<file path="src/rtl/song_reader.sv">
//------------------------------------------------------------------------------
// song_reader: walks one song region of song_rom, dispatching note entries to
// round-robin voices and stalling on advance entries for a number of beats.
//------------------------------------------------------------------------------
`default_nettype none

module song_reader #(
    parameter int ADDR_WIDTH = 7,
    parameter int SONG_BITS  = 2,
    parameter int NUM_VOICES = 3
) (
    input  logic                  clk,
    input  logic                  reset,
    input  logic                  play,
    input  logic [SONG_BITS-1:0]  song,
    input  logic                  beat,
    output logic [ADDR_WIDTH-1:0] rom_addr,
    input  logic [15:0]           rom_data,
    output logic                  new_note,
    output logic [5:0]            note,
    output logic [5:0]            duration,
    output logic [1:0]            voice,
    output logic                  song_done
);

    localparam int IDX_BITS = ADDR_WIDTH - SONG_BITS;
    localparam logic [IDX_BITS-1:0] LAST_IDX = '1;
    localparam logic [1:0] LAST_VOICE = 2'(NUM_VOICES - 1);

    typedef enum logic [2:0] {
        S_IDLE   = 3'd0,
        S_FETCH  = 3'd1,
        S_DECODE = 3'd2,
        S_WAIT   = 3'd3,
        S_DONE   = 3'd4
    } state_t;

    state_t                state, state_n;
    logic [IDX_BITS-1:0]   entry_idx, entry_idx_n;
    logic [SONG_BITS-1:0]  song_latched, song_latched_n;
    logic [1:0]            voice_ptr, voice_ptr_n;
    logic [1:0]            voice_n;
    logic                  new_note_n;
    logic [5:0]            note_n, duration_n;
    logic                  song_done_n;
    logic [5:0]            wait_cnt, wait_cnt_n;
    logic                  advance;

    // Low bits of a note entry are padding.
    logic unused_rom_bits;
    assign unused_rom_bits = ^rom_data[2:0];

    assign rom_addr = {song_latched, entry_idx};

    always_ff @(posedge clk) begin
        if (reset) begin
            state        <= S_IDLE;
            entry_idx    <= '0;
            song_latched <= '0;
            voice_ptr    <= 2'd0;
            voice        <= 2'd0;
            new_note     <= 1'b0;
            note         <= 6'd0;
            duration     <= 6'd0;
            song_done    <= 1'b0;
            wait_cnt     <= 6'd0;
        end else begin
            state        <= state_n;
            entry_idx    <= entry_idx_n;
            song_latched <= song_latched_n;
            voice_ptr    <= voice_ptr_n;
            voice        <= voice_n;
            new_note     <= new_note_n;
            note         <= note_n;
            duration     <= duration_n;
            song_done    <= song_done_n;
            wait_cnt     <= wait_cnt_n;
        end
    end

    always_comb begin
        state_n        = state;
        entry_idx_n    = entry_idx;
        song_latched_n = song_latched;
        voice_ptr_n    = voice_ptr;
        voice_n        = voice;
        new_note_n     = 1'b0;
        note_n         = note;
        duration_n     = duration;
        song_done_n    = 1'b0;
        wait_cnt_n     = wait_cnt;
        advance        = 1'b0;

        case (state)
            S_IDLE: begin
                if (play) begin
                    song_latched_n = song;
                    entry_idx_n    = '0;
                    voice_ptr_n    = 2'd0;
                    voice_n        = 2'd0;
                    state_n        = S_FETCH;
                end
            end
            S_FETCH: begin
                if (play) begin
                    state_n = S_DECODE;
                end
            end
            S_DECODE: begin
                if (!rom_data[15]) begin
                    note_n      = rom_data[14:9];
                    duration_n  = rom_data[8:3];
                    voice_n     = voice_ptr;
                    new_note_n  = 1'b1;
                    voice_ptr_n = (voice_ptr == LAST_VOICE) ? 2'd0 : voice_ptr + 2'd1;
                    advance     = 1'b1;
                end else if (rom_data[14:9] == 6'd0) begin
                    advance = 1'b1;
                end else begin
                    wait_cnt_n = rom_data[14:9];
                    state_n    = S_WAIT;
                end
            end
            S_WAIT: begin
                // Beats arriving while paused are dropped, not deferred.
                if (beat && play) begin
                    if (wait_cnt == 6'd1) begin
                        wait_cnt_n = 6'd0;
                        advance    = 1'b1;
                    end else begin
                        wait_cnt_n = wait_cnt - 6'd1;
                    end
                end
            end
            S_DONE: begin
                if (!play) begin
                    state_n = S_IDLE;
                end
            end
            default: begin
                state_n = S_IDLE;
            end
        endcase

        if (advance) begin
            if (entry_idx == LAST_IDX) begin
                state_n     = S_DONE;
                song_done_n = 1'b1;
            end else begin
                entry_idx_n = entry_idx + IDX_BITS'(1);
                state_n     = S_FETCH;
            end
        end
    end

endmodule

`default_nettype wire

</file>
<file path="config.mk">
export PLATFORM = sky130hd
export DESIGN_NAME = song_reader
export DESIGN_NICKNAME = d
export VERILOG_FILES = /design/src/rtl/song_reader.sv
export SDC_FILE = /design/constraint.sdc
export NUM_CORES = 1
export LEC_CHECK = 0
export BUFFER_PORTS_ARGS = -buffer_cell sky130_fd_sc_hd__buf_4
export CORE_MARGIN = 2
export CORE_UTILIZATION = 57
export CTS_BUF_LIST = sky130_fd_sc_hd__clkbuf_4
export DETAILED_ROUTE_END_ITERATION = 12
export PLACE_DENSITY = 0.85
export SLEW_MARGIN = 20
export SYNTH_ARGS = -nofsm -noshare
export SYNTH_HDL_FRONTEND = slang
export SYNTH_SLANG_ARGS = --single-unit
</file>
<file path="constraint.sdc">
create_clock -name clk -period 2.9 [get_ports clk]
set_input_delay 0.58 -clock clk [delete_from_list [all_inputs] [get_ports clk]]
set_output_delay 0.58 -clock clk [all_outputs]
set_load 0.02 [all_outputs]
</file>
== Yosys cells after proc, flatten, opt, wreduce, memory -nomap -nowiden ==
Cells that the tools add are included.
Widths: inputs -> output; s select.
Cells by class
  reduce and logical (&&, ||, !) cells: 12
  bitwise operators: 3
  equality and inequality tests: 18
  add/subtract/negate cells: 3
  multiplexer cells: 30
Operator list (number)
  $mux 6: 4
  $mux 3: 7
  $mux 5: 4
  $ne 3x3->1 const B: 5
  $pmux 3 s5: 1
  $ne 2x2->1 const B: 6
  $pmux 6 s2: 1
  $mux 2: 4
  $pmux 2 s2: 2
  $eq 3x2->1 const B: 2
  $eq 6x1->1 const B: 1
  $logic_not 6->1: 1
  $mux 1: 6
  $reduce_and 6->1: 1
  $sub 6x1->6 const B: 1
  $add 5x1->5 const B: 1
  $eq 5x5->1 const B: 1
  $reduce_and 2->1: 2
  $reduce_and 4->1: 1
  $reduce_bool 2->1: 2
  $reduce_or 2->1: 2
  $eq 3x1->1 const B: 1
  $eq 3x3->1 const B: 1
  $logic_not 3->1: 1
  other kinds (6): 8
Word-level totals
  word-level logic and storage cells: 76
  flip-flop bits (word level): 34

== Logic depth before layout (Yosys ltp) ==
Gate-level depths: netlist of the first run.
  depth after elaboration: 6
  mapped depth: 7
  depth with buffers taken out: 7

== Least setup slack after synthesis of the first run ==
No wires, ideal clock.
  kind: input port to flip-flop
  start: in rom_data[9]
  end: reg entry_idx[3]
  arrival time: 1.945 ns
  slack: 0.881 ns
  stages: 5
  path buffers: 0
  cell sequence: or4_4 o31ai_4 a22oi_4 or3_1 a31oi_1
On the way
  longest elaborated chain between the ends: 5
Ends and longest elaborated chain
  start: declaration: RTL line 18  | input logic [15:0] rom_data,
  $logic_not 6->1: RTL line 117  | end else if (rom_data[14:9] == 6'd0) begin
  $mux 1: RTL line 117
  $mux 1: RTL line 110  | if (!rom_data[15]) begin
  $pmux 1 s2: RTL line 94  | case (state)
  $mux 5: RTL line 145  | if (advance) begin
  end signal: assignment: RTL line 69  | entry_idx <= entry_idx_n;
  end: declaration: RTL line 39  | logic [IDX_BITS-1:0] entry_idx, entry_idx_n;
Every way passes these cells.
A chain may end at the register's enable or synchronous reset.

== Final worst setup path of the first run ==
Same ends and word-level chain as after synthesis.

==> impl_metrics.tcl, run 1 <==
set metrics [dict create \
    gp_congestion 0.789 \
    core_area_um2 2520 \
    final_area_um2 1900 \
    holdCritPathClass "reg2reg" \
    firstDrtPassIters 4 \
    crit_required_ps 3170 \
    dpl.cell_count 248 \
    cts_inserted_buffers 5 \
    ctsHoldBuffers 0 \
    ys_seq_area_frac 0.440 \
    setup_ws_ps 983 \
    status "completed" \
    hold_violations 0 \
    drt-initial-drc-count 54 \
    cts_tree "built" \
    clk_latency_ps 330 \
    cts_sinks 34 \
    vias_per_cell 5.77 \
    track_usage 0.231 \
    slew_viol_final 0 \
    cp-start-kind "input pin" \
    p_int_mw 0.621 \
    clk_pin_slew_ps 100 \
    area_growth_pct 23.1 \
    synth_ff_type "dfxtp_1" \
    core.rowCount 18 \
    grt_pass1_wl_mm 5.79 \
    power_switching_mw 0.235 \
    cts_root_buf "clkbuf_4" \
    nNetsFinal 251 \
    crit_type "in2reg" \
    fmax_mhz 522 \
    antenna_found_initial 0 \
    crit_path_end "entry_idx[3]" \
    nFillCells 202 \
    cts_setup_buffers 0 \
    place_hpwl_mm 2.58 \
    fp.dieW_um 56.1 \
    dpl_worst_slack_ps 654 \
    synth-seq-cells 34 \
    r2r_end "entry_idx[3]" \
    grt_pass1_vias 1417 \
    grt_start_max_net_pins 35 \
    fin_hold_ws_ps 462 \
    reg2reg_depth 7 \
    hold_depth 2 \
    synth_nets 211 \
    synth_warnings 0 \
    crit_arrival_ps 2180 \
    maxSlewHeadroom 0.543 \
    stdcell_count 256 \
    final_core_util 0.754 \
    ys_types 39 \
    setup_tns_ps 0 \
    antenna_left 0 \
    peakVddDrop_mv 0.395 \
    cts_resized 0 \
    start_util 0.613 \
    leakagePower_nw 0.793 \
    cap_violations 0 \
    drc 0 \
    worstPathMaxFanout 6 \
    avgSynthCellArea_um2 8.35 \
    gr-total-overflow 0 \
    design.die.area_um2 3140 \
    timing.rr.start "entry_idx[0]" \
    synth_area_um2 1550 \
    post-route-period-util 0.661 \
    setup-violations-final 0 \
    portBuffers 41 \
    setup.worst_path.start "rom_data[9]" \
    routed_wl_mm 3.58 \
    powerDensity_nw_per_um2 450 \
    route.vias.total 1478 \
    cts_buffer_depth 2 \
    die_h_um 56.1 \
    finalCriticalPeriod_ps 1920 \
    synthCells 185 \
    drive_above_1_share 0.239 \
    rrSetupSlack_ps 990 \
    ctsHtreeMaxLevel 2 \
    placedInstanceArea_um2 1850 \
    end_kind "flop" \
    skew_ps 9.72 \
    p_comb_frac 0.136 \
    clkPwrFrac 0.290 \
    pin_count 45 \
    wl_per_cell_um 14.0 \
    seqPwrFrac 0.573 \
    synthArstFlopShare 0 \
    antenna-diode-count 0 \
    total_power_mw 0.856 \
    p_sw_frac 0.274 \
    grt_setup_unrepaired "false" \
    worst_slew_pin_slew_ps 679 \
    synth-edff-count 0 \
]
sequential cells by signal (all words and copies together) (netlist names):
name / flops
duration: 6
entry_idx: 5
new_note: 1
note: 6
song_done: 1
song_latched: 2
state: 3
voice: 2
voice_ptr: 2
wait_cnt: 6
power by group through the flow:
| stage | Clock (mW) | Combinational [mW] | Sequential (mW) |
|---|---|---|---|
| floorplan | 0 | 0.0659 | 0.507 |
| global placement | 0 | 0.112 | 0.500 |
| detailed placement | 0 | 0.115 | 0.501 |
| CTS | 0.258 | 0.116 | 0.491 |
| global route | 0.279 | 0.127 | 0.493 |
| finish | 0.249 | 0.117 | 0.491 |
logic make-up (layout without fill, tap and decap cells):
kind of cell,count (synthesis),after routing,synth area share
AOI/OAI and AO/OA,48,48,0.211
xor gates and xnor gates,1,1,0.00567
adders and majority gates,4,4,0.0324
buffers and inverters,12,53,0.0397
DFF,34,34,0.440
muxes,2,2,0.0130
and+or+nand+nor,84,84,0.258
layout make-up:
| type | count | area [um^2] | area share |
|---|---|---|---|
| Sequential cell | 34 | 681 | 0.358 |
| Tap cell | 30 | 37.5 | 0.0197 |
| Clock inverter | 3 | 16.3 | 0.00855 |
| Multi-Input combinational cell | 139 | 803 | 0.422 |
| Clock buffer | 5 | 37.5 | 0.0197 |
| Inverter | 3 | 11.3 | 0.00592 |
| Timing Repair Buffer | 42 | 315 | 0.166 |
how the worst min path moves through the flow:
stage                      startpoint               to
after detailed placement      note[1]          note[1]
final                         note[1]          note[1]
after global placement    duration[2]      duration[2]
after global routing          song[1]  song_latched[1]
after floorplan           wait_cnt[1]      wait_cnt[1]
after CTS                     note[1]          note[1]
placed cells by master (no fill, tap or decap), drive strengths merged, types with 3 or more instances in the layout:
| cell type | count |
|---|---|
| a21oi | 24 |
| a22o | 4 |
| a22oi | 4 |
| buf | 42 |
| clkbuf | 5 |
| dfxtp | 34 |
| ha | 4 |
| inv | 3 |
| nand2 | 37 |
| nand2b | 4 |
| nand3 | 7 |
| nand3b | 3 |
| nor2 | 17 |
| nor3 | 3 |
| o21ai | 5 |
worst max-delay path, stage by stage:
cell and delay [ps]:
buf_4 120, or4_4 550, o31ai_4 310, a22oi_4 130
or3_1 370, a31oi_1 120
cell usage after synthesis, drive strengths merged, types with 2 or more instances:
library cell	instances	area (um^2)
o21a	2	16.3
a22oi	4	43.8
a21oi	24	120
nor3	3	15.0
nor2	17	63.8
mux2i	2	20.0
nor3b	2	15.0
a22o	4	35.0
o21ai	5	25.0
inv	3	11.3
nand3b	3	22.5
ha	4	50.1
or3	2	12.5
buf	2	18.8
a221oi	2	17.5
a31oi	2	12.5
nand3	7	35.0
dfxtp	34	681
or4	2	18.8
nor4	2	12.5
clkbuf	6	22.5
nand2b	4	25.0
nand2	37	139
layer usage:
metal	part of all wire	global-route usage	vias to the layer above
met1	0.42	0.244	690
met3	0.064	0.0674	5
met2	0.50	0.407	49
li1	-	-	734
met5	0	0	-
met4	0.014	0.126	0
(Power assumes the default switching activity.)
==> inputs of run 2 (changes only) <==
--- a/config.mk
+++ b/config.mk
@@ -7,10 +7,10 @@
 export LEC_CHECK = 0
 export BUFFER_PORTS_ARGS = -buffer_cell sky130_fd_sc_hd__buf_4
 export CORE_MARGIN = 2
-export CORE_UTILIZATION = 57
+export CORE_UTILIZATION = 48
 export CTS_BUF_LIST = sky130_fd_sc_hd__clkbuf_4
 export DETAILED_ROUTE_END_ITERATION = 12
-export PLACE_DENSITY = 0.85
+export PLACE_DENSITY = 0.76
 export SLEW_MARGIN = 20
 export SYNTH_ARGS = -nofsm -noshare
 export SYNTH_HDL_FRONTEND = slang
==> constraint.sdc (replaced) <==
create_clock -name clk -period 1.6 [get_ports clk]
set_input_delay 0.32 -clock clk [delete_from_list [all_inputs] [get_ports clk]]
set_output_delay 0.32 -clock clk [all_outputs]
set_load 0.02 [all_outputs]
==> run 2 against run 1 <==
  * The run now ends with setup timing left
  * Sequential cell count did not move
  * Setup slack lost 1000 ps
  * Clock skew shrank 5.1 ps
  * Register-to-register slack got worse by 990 ps
  * Via count is 9.4% higher
  * Global-route usage down 0.16 points
  * Critical path type unchanged
  * Critical endpoint unchanged
  * Highest routed layer unchanged
==> impl_metrics.tcl, run 2 (synthesis gave the netlist of run 1 again) <==
set metrics [dict create \
    hold_violations 0 \
    grt_start_max_net_pins 35 \
    core.rowCount 20 \
    powerDensity_nw_per_um2 747 \
    skew_ps 4.61 \
    status "complete, but fails checks" \
    grt_setup_unrepaired "true" \
    portBuffers 41 \
    cts_tree "built" \
    wl_per_cell_um 13.9 \
    largest_registers "duration (6), note (6), wait_cnt (6)" \
    core_area_um2 3050 \
    fp.dieW_um 60.7 \
    grt_pass1_wl_mm 6.20 \
    start_util 0.506 \
    final_common_cell "buf_4" \
    setup-violations-final 1 \
    violations "setup timing" \
    setup_ws_ps -15.8 \
    nNetsFinal 273 \
    ctsHtreeMaxLevel 2 \
    crit_required_ps 1880 \
    peakVddDrop_mv 0.722 \
    drc 0 \
    cap_violations 0 \
    end_kind "flop" \
    grt_pass1_vias 1441 \
    fmax_mhz 619 \
    gr-total-overflow 0 \
    cts_sinks 34 \
    nFillCells 245 \
    r2r_end "state[0]" \
    worst_slew_pin_slew_ps 356 \
    cp-start-kind "input pin" \
    cts_root_buf "clkbuf_4" \
    area_growth_pct 42.2 \
    holdCritPathClass "in2reg" \
    pin_count 45 \
    crit_type "in2reg" \
    rrSetupSlack_ps 0 \
    drt-initial-drc-count 93 \
    slew_viol_final 0 \
    hold_depth 3 \
    crit_arrival_ps 1900 \
    layout_common_cells "buf_4, nand2_1, dfxtp_1" \
    firstDrtPassIters 6 \
    ctsHoldBuffers 0 \
    holdCritStartpoint "song[1]" \
    antenna-diode-count 0 \
    reg2reg_depth 5 \
    post-route-period-util 1.01 \
    die_h_um 60.7 \
    drive_above_1_share 0.387 \
    vias_per_cell 5.54 \
    maxSlewHeadroom 0.763 \
    track_usage 0.229 \
    route.vias.total 1617 \
    finalCriticalPeriod_ps 1620 \
    setup_tns_ps -15.8 \
    worstPathMaxFanout 5 \
    timing.rr.start "wait_cnt[1]" \
    design.die.area_um2 3690 \
    antenna_left 0 \
    cts_buffer_depth 2 \
    place_hpwl_mm 2.80 \
    fin_hold_ws_ps 189 \
    antenna_found_initial 0 \
    clk_pin_slew_ps 110 \
    clk_latency_ps 350 \
    routed_wl_mm 4.05 \
    leakagePower_nw 0.919 \
    cts_inserted_buffers 5 \
    worstHoldEndpoint "song_latched[1]" \
    gp_congestion 0.877 \
]
## run 2: cell count changes in the layout (fill, tap and decap cells not counted), moves of 2 or more
cell | before | now
buf_6 | 0 | 4
dfxtp_1 | 34 | 29
dfxtp_2 | 0 | 5
o21ai_0 | 5 | 1
buf_4 | 42 | 60
ha_1 | 4 | 2
ha_4 | 0 | 2
o21ai_1 | 0 | 3
## run 2: cell type report
class / instances / area, um^2 / share of cell area
multi-input combinational: 139 / 895 / 0.407
clock inverter: 3 / 16.3 / 0.00740
tap: 44 / 55.1 / 0.0251
clock buffer: 5 / 37.5 / 0.0171
inverter: 3 / 11.3 / 0.00513
sequential: 34 / 687 / 0.313
timing repair buffer: 64 / 495 / 0.226
## run 2: how the worst max path moves through the flow
stage               slack, ps          from           end
global placement         -300   rom_data[9]  entry_idx[3]
global route              -60  rom_data[14]  entry_idx[3]
floorplan                -160   rom_data[9]  entry_idx[3]
detailed placement       -350   rom_data[9]  entry_idx[3]
CTS                       -20  entry_idx[1]  entry_idx[3]
finish                    -20  rom_data[14]  entry_idx[3]
## run 2: through the flow
stage	util	power [mW]	cells	area [um^2]	setup slack (ps)
6_report	0.720	1.64	292	2200	-15.8
5_1_grt	0.720	1.71	292	2200	-63.0
4_1_cts	0.696	1.63	291	2120	-21.3
3_5_place_dp	0.666	1.16	283	2030	-349
3_3_place_gp	0.666	1.15	283	2030	-300
2_1_floorplan	-	1.04	185	1560	-158
## run 2: routing by layer
layer / share of wire / track usage / wire (um)
met5: 0 / 0 / 0
met4: 0.020 / 0.115 / 82
met3: 0.061 / 0.0768 / 246
met2: 0.51 / 0.378 / 2050
met1: 0.41 / 0.266 / 1670
## run 2: critical path: stages
cell and delay [ps]:
buf_4 120, or4_4 520, o31ai_4 240, buf_6 160, a22oi_4 60, or3_1 330
a31oi_1 150
## run 2: what timing repair did
item,CTS,global route
endpoints found under the setup margin,11,24
setup buffers,0,1
gates resized for setup,11,17
pin swaps,6,4
## run 2: where the power goes
group / switching [mW] / leakage, nW / internal [mW]
clock network: 0.309 / 0.0286 / 0.163
logic: 0.140 / 0.612 / 0.141
registers: 0.0184 / 0.278 / 0.869
total: 0.468 / 0.919 / 1.17
